**config.mk**
```make
export PLATFORM = sky130hd
export DESIGN_NAME = uart_recv
export DESIGN_NICKNAME = d
export VERILOG_FILES = /design/src/rtl/uart_recv.sv
export SDC_FILE = /design/constraint.sdc
export NUM_CORES = 1
export LEC_CHECK = 0
export BUFFER_PORTS_ARGS = -buffer_cell sky130_fd_sc_hd__buf_2
export CAP_MARGIN = 20
export CORE_MARGIN = 4
export CORE_UTILIZATION = 30
export CTS_CLUSTER_DIAMETER = 150
export DETAILED_ROUTE_END_ITERATION = 8
export PLACE_DENSITY_LB_ADDON = 0.08
export SLEW_MARGIN = 0
export SYNTH_ARGS = -nofsm -noshare
export SYNTH_HDL_FRONTEND = slang
export SYNTH_SLANG_ARGS = --single-unit
```
**constraint.sdc**
```tcl
create_clock -name clk -period 2.7 [get_ports clk]
set_clock_uncertainty 0.05 [all_clocks]
set_input_delay 0.135 -clock clk [delete_from_list [all_inputs] [get_ports clk]]
set_output_delay 0.135 -clock clk [all_outputs]
set_load 0.02 [all_outputs]
```
**src/rtl/uart_recv.sv**
```systemverilog
// uart_recv: asynchronous serial receiver, 8 data bits, even parity, 1 stop bit.
//
// State table
//   IDLE   | line idle, waiting for a synchronized 1->0 edge
//   START  | verifying the start bit at its midpoint (cnt == HALF)
//   DATA   | sampling D0..D7 (LSB first), one bit every DIV+1 clocks
//   PARITY | sampling the parity bit
//   STOP   | sampling the stop bit, then back to IDLE and publish the frame
//
// Ports
//   clk        : single clock, rising edge
//   rst_n      : synchronous active-low reset
//   bps_set    : baud select 00=9600 01=19200 10=38400 11=921600
//   rs232_rx   : asynchronous serial input, idle high
//   data_in    : last received byte
//   rx_done    : one-cycle pulse when a frame completes
//   parity_err : even-parity mismatch in the last frame
//   frame_err  : stop bit sampled low in the last frame
//   rx_state   : 1 while a frame is being received (registered)
module uart_recv #(
  parameter logic [27:0] clk_in = 28'd50_000_000
) (
  input  logic       clk,
  input  logic       rst_n,
  input  logic [1:0] bps_set,
  input  logic       rs232_rx,
  output logic [7:0] data_in,
  output logic       rx_done,
  output logic       parity_err,
  output logic       frame_err,
  output logic       rx_state
);

  localparam logic [12:0] DIV_9600   = 13'(clk_in / 9600   - 1);
  localparam logic [12:0] DIV_19200  = 13'(clk_in / 19200  - 1);
  localparam logic [12:0] DIV_38400  = 13'(clk_in / 38400  - 1);
  localparam logic [12:0] DIV_921600 = 13'(clk_in / 921600 - 1);

  typedef enum logic [2:0] {IDLE, START, DATA, PARITY, STOP} state_t;

  state_t      state, state_nxt;
  logic [12:0] cnt, cnt_nxt;
  logic [12:0] div, div_nxt, div_sel, half;
  logic [2:0]  idx, idx_nxt;
  logic [7:0]  shreg, shreg_nxt;
  logic        par_bit, par_nxt;
  logic        done_nxt;
  logic        rx_s1, rx_s2, rx_d;
  logic [1:0]  sync_warm;
  logic        fall;

  always_comb begin
    case (bps_set)
      2'b00:   div_sel = DIV_9600;
      2'b01:   div_sel = DIV_19200;
      2'b10:   div_sel = DIV_38400;
      default: div_sel = DIV_921600;
    endcase
  end

  assign half = {1'b0, div[12:1]};

  // The synchronizer flops come out of reset high. If the line is low at
  // release, that would look like a falling edge; sync_warm masks edge
  // detection until all three flops hold real line samples.
  assign fall = (sync_warm == 2'd3) && rx_d && !rx_s2;

  always_comb begin
    state_nxt = state;
    cnt_nxt   = cnt;
    div_nxt   = div;
    idx_nxt   = idx;
    shreg_nxt = shreg;
    par_nxt   = par_bit;
    done_nxt  = 1'b0;
    case (state)
      IDLE: begin
        cnt_nxt = '0;
        if (fall) begin
          state_nxt = START;
          div_nxt   = div_sel;
        end
      end
      START: begin
        if (cnt == half) begin
          cnt_nxt = '0;
          idx_nxt = '0;
          state_nxt = rx_s2 ? IDLE : DATA;
        end else begin
          cnt_nxt = cnt + 13'd1;
        end
      end
      DATA: begin
        if (cnt == div) begin
          cnt_nxt = '0;
          shreg_nxt[idx] = rx_s2;
          idx_nxt = idx + 3'd1;
          if (idx == 3'd7) state_nxt = PARITY;
        end else begin
          cnt_nxt = cnt + 13'd1;
        end
      end
      PARITY: begin
        if (cnt == div) begin
          cnt_nxt   = '0;
          par_nxt   = rx_s2;
          state_nxt = STOP;
        end else begin
          cnt_nxt = cnt + 13'd1;
        end
      end
      STOP: begin
        if (cnt == div) begin
          cnt_nxt   = '0;
          done_nxt  = 1'b1;
          state_nxt = IDLE;
        end else begin
          cnt_nxt = cnt + 13'd1;
        end
      end
      default: begin
        state_nxt = IDLE;
        cnt_nxt   = '0;
      end
    endcase
  end

  always_ff @(posedge clk) begin
    if (!rst_n) begin
      state      <= IDLE;
      cnt        <= '0;
      div        <= '0;
      idx        <= '0;
      shreg      <= '0;
      par_bit    <= 1'b0;
      rx_s1      <= 1'b1;
      rx_s2      <= 1'b1;
      rx_d       <= 1'b1;
      sync_warm  <= '0;
      data_in    <= 8'h00;
      rx_done    <= 1'b0;
      parity_err <= 1'b0;
      frame_err  <= 1'b0;
      rx_state   <= 1'b0;
    end else begin
      state    <= state_nxt;
      cnt      <= cnt_nxt;
      div      <= div_nxt;
      idx      <= idx_nxt;
      shreg    <= shreg_nxt;
      par_bit  <= par_nxt;
      rx_s1    <= rs232_rx;
      rx_s2    <= rx_s1;
      rx_d     <= rx_s2;
      if (sync_warm != 2'd3) sync_warm <= sync_warm + 2'd1;
      rx_done  <= done_nxt;
      rx_state <= (state != IDLE);
      // rx_s2 is the stop bit on the stop-sample cycle.
      if (done_nxt) begin
        data_in    <= shreg;
        parity_err <= (^shreg) ^ par_bit;
        frame_err  <= !rx_s2;
      end
    end
  end

endmodule
```
==> out/qor.csv, run 1 <==
metric,value,unit
grt_pass1_wl,9.49,mm
fin_util,0.354,
cp_max_fo,18,
maxCapViolCount,0,
routed_via_density,4.87,
tns,0,ns
slew_violations,0,
max_freq,0.463,GHz
grt_pass1_vias,1841,
crit_arrival,2.36,ns
netlist_instances,276,
synth_top_area_cell,dfxtp_1,
chipHeight,98.6,µm
num-fill-cells,835,
rsz0062_at_grt,no,
slew_headroom,0.623,
tightestPinTransition,0.564,ns
die_width,98.6,µm
clk_latency,0.32,ns
status,finished clean,
core,0.00785,mm²
io_buffers,16,
synth_edf_count,0,
syn_area_per_cell,8.92,µm²
cp-end-kind,flop,
clkTransAtPathRegs,0.11,ns
diodes,0,
ys.warnings.count,0,
final_cell_mix,"dfxtp_1, nor2_1, nand2_1",
layout-drive-gt1-share,0.128,
peakVddDrop,0.177,mV
fp-row-count,32,
synth.distinct_cells,45,
tritoncts,built,
die_area,0.00972,mm²
drc_errors,0,
path_cells,or4_1 -> a22oi_2 -> nand3_2 -> or3_1 -> a21oi_1,
synth.top_cell.area_share,0.431,
max_stage_delay,0.54,ns
pwr_density_cell,485,mW/mm²
cp-start-kind,flop,
start_util,0.314,
place.gp.congestion,0.759,
timing.final.crit_share,0.800,
finalHoldViolCount,0,
yosys_register_bits,53,
drtIter0Drc,62,
first_pass_iters,4,
criticalPathCategory,reg -> reg,
yosysSeqAreaShare,0.431,
nNetsFinal,305,
finalWorstPathRequiredPeriod,2.16,ns
crit_required,2.90,ns
htree_levels,2,
post_cts_buffers,0,
cts_buffers,5,
dp_hpwl,3.97,mm
vias,1942,
cts.hold.buffers_added,2,
power,1.35,mW
cts-root-buf,clkbuf_8,
syn_nets,285,
ys_top_cells_by_area,"dfxtp_1, xor2_1, nor2_1",
wl_per_cell,14.0,µm
crit_slowest_cell,or4_1,
wl,5.60,mm
hold_path.class,in -> reg,
layout_commonest_cell,dfxtp_1,
antenna_found_initial,0,
synthToLayoutAreaGrowth,12.8,%
setup_viol,0,
grt_util_all_layers,0.121,
cts_sinks,53,
ant_nets,0,
ctsResizeCount,0,
ys.flop_type,dfxtp_1,
post_synth_instance_area,0.00246,mm²
io_pins,17,
leakage,1.13,nW
grt_start_max_net_pins,19,
grt_overflow,0,
synth-async-reset-ratio,0,
cts_buffer_depth,2,
-- state kept, by name, summed over array words and instances, names as in the netlist, 2 cells and up --
| name | count |
|---|---|
| sync_warm | 2 |
| div | 8 |
| data_in | 8 |
| idx | 3 |
| state | 3 |
| cnt | 13 |
| shreg | 8 |
-- critical path: cells and delay by family (launching register included) --
family / cells / cell delay [ns]
compound gates: 2 / 0.39
simple gates: 3 / 1.30
flops: 1 / 0.36
-- where the power goes --
part	total (mW)	leakage (nW)	internal [mW]	switching (mW)
registers	0.800	0.428	0.792	0.00789
logic	0.0677	0.660	0.0256	0.0422
clock network	0.480	0.0447	0.188	0.292
-- through the flow --
step	hold slack, ns	instances	setup WS [ns]	cell area, µm²
after floorplan	0.158	276	0.755	2460
after global placement	0.268	389	0.589	2660
after detailed placement	0.268	389	0.552	2660
after CTS	0.0456	399	0.548	2780
after global routing	0.0902	399	0.355	2780
final	0.0575	399	0.540	2780
-- cell families (layout without fill, tap and decap cells) --
family | Yosys count | after routing | share of synthesized area
AND/OR/NAND/NOR | 121 | 121 | 0.247
flip-flops | 53 | 53 | 0.431
AO/OA/AOI/OAI | 39 | 39 | 0.109
XOR/XNOR | 29 | 29 | 0.103
multiplexers | 15 | 15 | 0.0615
buffers and inverters | 15 | 36 | 0.0274
adder cells (fa/ha/maj) | 4 | 4 | 0.0203
-- synth_stat cells, types with 2 or more instances --
master,count
clkbuf_1,7
o21ai_0,8
and3_1,7
nor3b_1,2
nand4_1,6
o21ai_1,3
nand3b_1,3
nor2_1,38
nor3_1,5
a21oi_1,14
xnor2_1,11
xor2_1,18
or3_1,11
mux2i_1,14
nor2b_1,2
dfxtp_1,53
inv_1,4
nand3_1,13
nand2b_1,6
nand2_1,21
ha_1,4
buf_2,3
-- final timing paths --
kind                            cells past startpoint  slack [ns]        from  endpoint
worst min-delay path                                3        0.06  bps_set[0]    div[8]
worst min register to register                      1        0.36       rx_s1     rx_s2
worst max register to register                      5        0.54     div[11]  shreg[1]
worst max-delay path                                5        0.54     div[11]  shreg[1]
-- area by class of cell --
cell class	instances	area, µm²	share of cell area
well taps	102	128	0.0460
clock inverters	3	25.0	0.00901
multi-input cells	208	1330	0.480
repair buffers	24	145	0.0523
inverters	4	15.0	0.00541
clock buffers	5	68.8	0.0248
flip-flops and latches	53	1060	0.382
-- per-layer routing --
| layer | up-vias | GRT usage | part of all wire |
|---|---|---|---|
| li1 | 1007 | - | - |
| met1 | 904 | 0.178 | 0.54 |
| met2 | 23 | 0.173 | 0.41 |
| met3 | 8 | 0.0248 | 0.028 |
| met4 | 0 | 0.0441 | 0.016 |
| met5 | - | 0 | 0 |
Note: power is estimated with default switching activity, not from simulation.
==> inputs of run 2 (changes only) <==
- clock period: 2.7 -> 2.1 ns (I/O delays scaled with it)
==> out/qor.csv, run 2 (synthesis results as in run 1) <==
metric,value,unit,change
drtIter0Drc,96,,+55%
antenna_found_initial,0,,unchanged
clkTransAtPathRegs,0.10,ns,about the same
vias,2002,,+3.1%
max_stage_delay,0.54,ns,about the same
chipHeight,98.6,µm,unchanged
largest_reg_flops,13,,unchanged
cts_buffers,5,,unchanged
layout-drive-gt1-share,0.181,,+0.0530
rsz0062_at_grt,no,,
path_cells,or4_1 -> a22oi_2 -> nand3_2 -> buf_4 -> or3_1 -> a21oi_1,,
cts_sinks,53,,unchanged
nNetsFinal,323,,+5.9%
pwr_density_cell,598,mW/mm²,+23%
cts_buffer_depth,2,,unchanged
wl,5.68,mm,+1.4%
timing.final.crit_share,0.936,,+0.136
tightestPinTransition,0.404,ns,-0.161 ns
grt_start_max_net_pins,18,,-1
routed_via_density,4.80,,-1.4%
diodes,0,,unchanged
synthToLayoutAreaGrowth,18.4,%,
first_pass_iters,4,,unchanged
start_util,0.314,,unchanged
pre_cts_ws,0.112,ns,-0.440 ns
tritoncts,built,,
finalWorstPathRequiredPeriod,1.97,ns,-0.194 ns
cp-start-kind,flop,,
peakVddDrop,0.218,mV,+23%
crit_required,2.29,ns,-0.61 ns
maxCapViolCount,0,,unchanged
grt_overflow,0,,unchanged
leakage,1.23,nW,+8.8%
io_buffers,16,,unchanged
layout_commonest_cell,dfxtp_1,,
dp_hpwl,4.20,mm,+5.8%
status,finished clean,,
power,1.74,mW,+29%
ant_nets,0,,unchanged
setup_viol,0,,unchanged
stdcell_area,0.00292,mm²,+5.0%
htree_levels,2,,unchanged
finalHoldViolCount,0,,unchanged
cp_max_fo,15,,-3
place_area,0.00279,mm²,+4.8%
regMostFlops,cnt,,
crit_slowest_cell,or4_1,,
cts-root-buf,clkbuf_8,,
place.gp.congestion,0.789,,+4.0%
slew_violations,0,,unchanged
crit_arrival,2.15,ns,-0.21 ns
grt_util_all_layers,0.122,,+0.00160
die_area,0.00972,mm²,unchanged
fp-row-count,32,,unchanged
clk_latency,0.31,ns,about the same
io_pins,17,,unchanged
cp-end-kind,flop,,
worst_slack,0.134,ns,-0.406 ns
drc_errors,0,,unchanged
wl_per_cell,13.6,µm,-2.9%
slew_headroom,0.730,,+0.107
grt_pass1_vias,1878,,+2.0%
grt_pass1_wl,9.76,mm,+2.9%
tns,0,ns,unchanged
hold_path.class,in -> reg,,
max_freq,0.509,GHz,+9.9%
final_cell_mix,"dfxtp_1, nor2_1, buf_4",,
die_width,98.6,µm,unchanged
criticalPathCategory,reg -> reg,,
core,0.00785,mm²,unchanged
run 2: critical path: cells and delay by family (launching register included):
family          cells  cell delay (ns)
compound gates      2             0.32
buf+inv             1             0.19
flops               1             0.34
simple gates        3             0.99
run 2: where the power goes:
part           total (mW)  switching, mW  internal [mW]
Clock               0.616          0.347          0.268
Sequential           1.03        0.00952           1.02
Combinational      0.0995         0.0564         0.0432
run 2: final cells by class:
class | instances | area [µm²]
sequential | 53 | 1060
clock buffer | 6 | 82.6
tap | 102 | 128
multi-input combinational | 208 | 1330
clock inverter | 2 | 13.8
fill | 858 | 4930
timing repair buffer | 42 | 280
inverter | 4 | 15.0
run 2: path summary, 6_finish.rpt:
check                                start       end  cells after the start  slack (ns)
worst max-delay path               div[11]  shreg[1]                      6        0.13
worst min register to register       rx_s1     rx_s2                      1        0.37
worst max register to register     div[11]  shreg[1]                      6        0.13
worst min-delay path            bps_set[0]    div[8]                      3        0.04
run 2: routing by layer:
| layer | global-route usage | wire length (µm) | vias to the layer above |
|---|---|---|---|
| met3 | 0.0241 | 219 | 5 |
| met2 | 0.178 | 2290 | 26 |
| met1 | 0.186 | 3130 | 926 |
| met4 | 0.0284 | 47 | 0 |
| met5 | 0 | 0 | - |
| li1 | - | - | 1045 |
run 2: timing repair:
item	in CTS	in global routing
buffers inserted	0	1
gates resized for setup	0	1
endpoints found under the hold margin	2	0
setup endpoints to repair	0	3
hold buffers	2	0
run 2: per-stage QoR:
step                instances   util  hold WS [ns]
finish                    417  0.371        0.0417
global route              417  0.371        0.0619
CTS                       416  0.370        0.0341
detailed placement        406  0.356         0.250
global placement          406  0.356         0.248
floorplan                 276      -         0.128
==> inputs of run 3 (changes only) <==
==> constraint.sdc (replaced) <==
create_clock -name clk -period 2.1 [get_ports clk]
set_clock_uncertainty 0.05 [all_clocks]
set_input_delay 0.315 -clock clk [delete_from_list [all_inputs] [get_ports clk]]
set_output_delay 0.315 -clock clk [all_outputs]
set_load 0.02 [all_outputs]
==> out/qor.csv, run 3 (synthesis results as in run 1) <==
metric,value,unit,change
status,finished clean,,
final_cell_mix,"dfxtp_1, nor2_1, buf_4",,
regMostFlops,cnt,,
pwr_density_cell,601,mW/mm²,+0.52%
fp-row-count,32,,unchanged
diodes,0,,unchanged
io_pins,17,,unchanged
die_area,0.00972,mm²,unchanged
wl_per_cell,13.7,µm,+0.59%
stdcell_area,0.00290,mm²,-0.69%
instances_no_fill,415,,-0.48%
cts-root-buf,clkbuf_8,,
ant_nets,0,,unchanged
cts_buffers,5,,unchanged
timing.final.crit_share,0.937,,+0.00133
leakage,1.22,nW,-0.68%
cp-start-kind,flop,,
die_width,98.6,µm,unchanged
finalWorstPathRequiredPeriod,1.97,ns,+0.00279 ns
multi_input_area,0.00133,mm²,unchanged
place.gp.congestion,0.789,,unchanged
place_area,0.00279,mm²,unchanged
r2r_slack,0.13,ns,about the same
first_pass_iters,4,,unchanged
htree_levels,2,,unchanged
cp_max_fo,15,,unchanged
rsz0062_at_grt,no,,
tns,0,ns,unchanged
layout.area.seq,0.00106,mm²,unchanged
grt_start_max_net_pins,18,,unchanged
synthToLayoutAreaGrowth,17.6,%,
cts.hold.buffers_added,0,,-2
clk_latency,0.31,ns,about the same
drc_errors,0,,unchanged
finalHoldViolCount,0,,unchanged
slew_violations,0,,unchanged
vias,1994,,-0.40%
grt_pass1_vias,1875,,-0.16%
maxCapViolCount,0,,unchanged
fin_util,0.369,,-0.00255
chipHeight,98.6,µm,unchanged
cts_buffer_depth,2,,unchanged
antenna_found_initial,0,,unchanged
max_freq,0.508,GHz,-0.14%
tightestPinTransition,0.403,ns,-0.000731 ns
largest_reg_flops,13,,unchanged
peakVddDrop,0.218,mV,about the same
grt_pass1_wl,9.75,mm,-0.14%
cts_sinks,53,,unchanged
place_inst,406,,unchanged
crit_required,2.29,ns,about the same
io_buffers,16,,unchanged
drtIter0Drc,74,,-23%
cp-end-kind,flop,,
clkTransAtPathRegs,0.09,ns,about the same
core,0.00785,mm²,unchanged
worst_hold_slack,0.146,ns,+0.104 ns
dp_hpwl,4.20,mm,unchanged
routed_via_density,4.80,,about the same
grt_overflow,0,,unchanged
setup_viol,0,,unchanged
slew_headroom,0.731,,about the same
criticalPathCategory,reg -> reg,,
hold_path.class,in -> reg,,
nNetsFinal,321,,-0.62%
wl,5.68,mm,+0.11%
tritoncts,built,,
layout-drive-gt1-share,0.182,,+0.00116
start_util,0.314,,unchanged
grt_util_all_layers,0.122,,-0.000147
crit_arrival,2.16,ns,about the same
num-fill-cells,861,,+0.35%
layout_commonest_cell,dfxtp_1,,
-- run 3: stage by stage --
step | setup slack [ns] | power [mW]
final | 0.132 | 1.74
after global routing | 0.0191 | 1.83
after CTS | 0.0902 | 1.77
after detailed placement | 0.112 | 1.15
after global placement | 0.153 | 1.15
after floorplan | 0.155 | 1.11
-- run 3: timing repair --
item,4_1_cts,5_1_grt
endpoints found under the setup margin,0,3
resized for setup,0,1
setup buffers,0,1
-- run 3: layout make-up --
cell class              instances  area share
flip-flops and latches         53       0.367
clock buffers                   6      0.0285
multi-input cells             208       0.461
well taps                     102      0.0441
inverters                       4     0.00519
repair buffers                 40      0.0899
clock inverters                 2     0.00475
-- run 3: worst paths after layout --
| kind | from | to | cells after the start |
|---|---|---|---|
| max reg2reg | div[11] | shreg[1] | 6 |
| max | div[11] | shreg[1] | 6 |
| min reg2reg | rx_s1 | rx_s2 | 1 |
| min | rs232_rx | rx_s1 | 2 |
-- run 3: critical path, stage by stage (launching register included) --
cell	delay [ns]
dfxtp_1	0.34
or4_1	0.54
a22oi_2	0.20
nand3_2	0.10
buf_4	0.19
or3_1	0.35
a21oi_1	0.13
-- run 3: metal layers --
layer / wire length, µm / global-route usage / part of all wire / vias up
li1: - / - / - / 1040
met1: 3120 / 0.185 / 0.55 / 922
met2: 2280 / 0.178 / 0.40 / 27
met3: 236 / 0.0248 / 0.042 / 5
met4: 49 / 0.0284 / 0.0086 / 0
met5: 0 / 0 / 0 / -
-- run 3: power by group --
part           internal (mW)  total, mW  switching (mW)
clock                  0.268      0.616           0.347
combinational         0.0408     0.0967          0.0559
sequential              1.02       1.03         0.00955
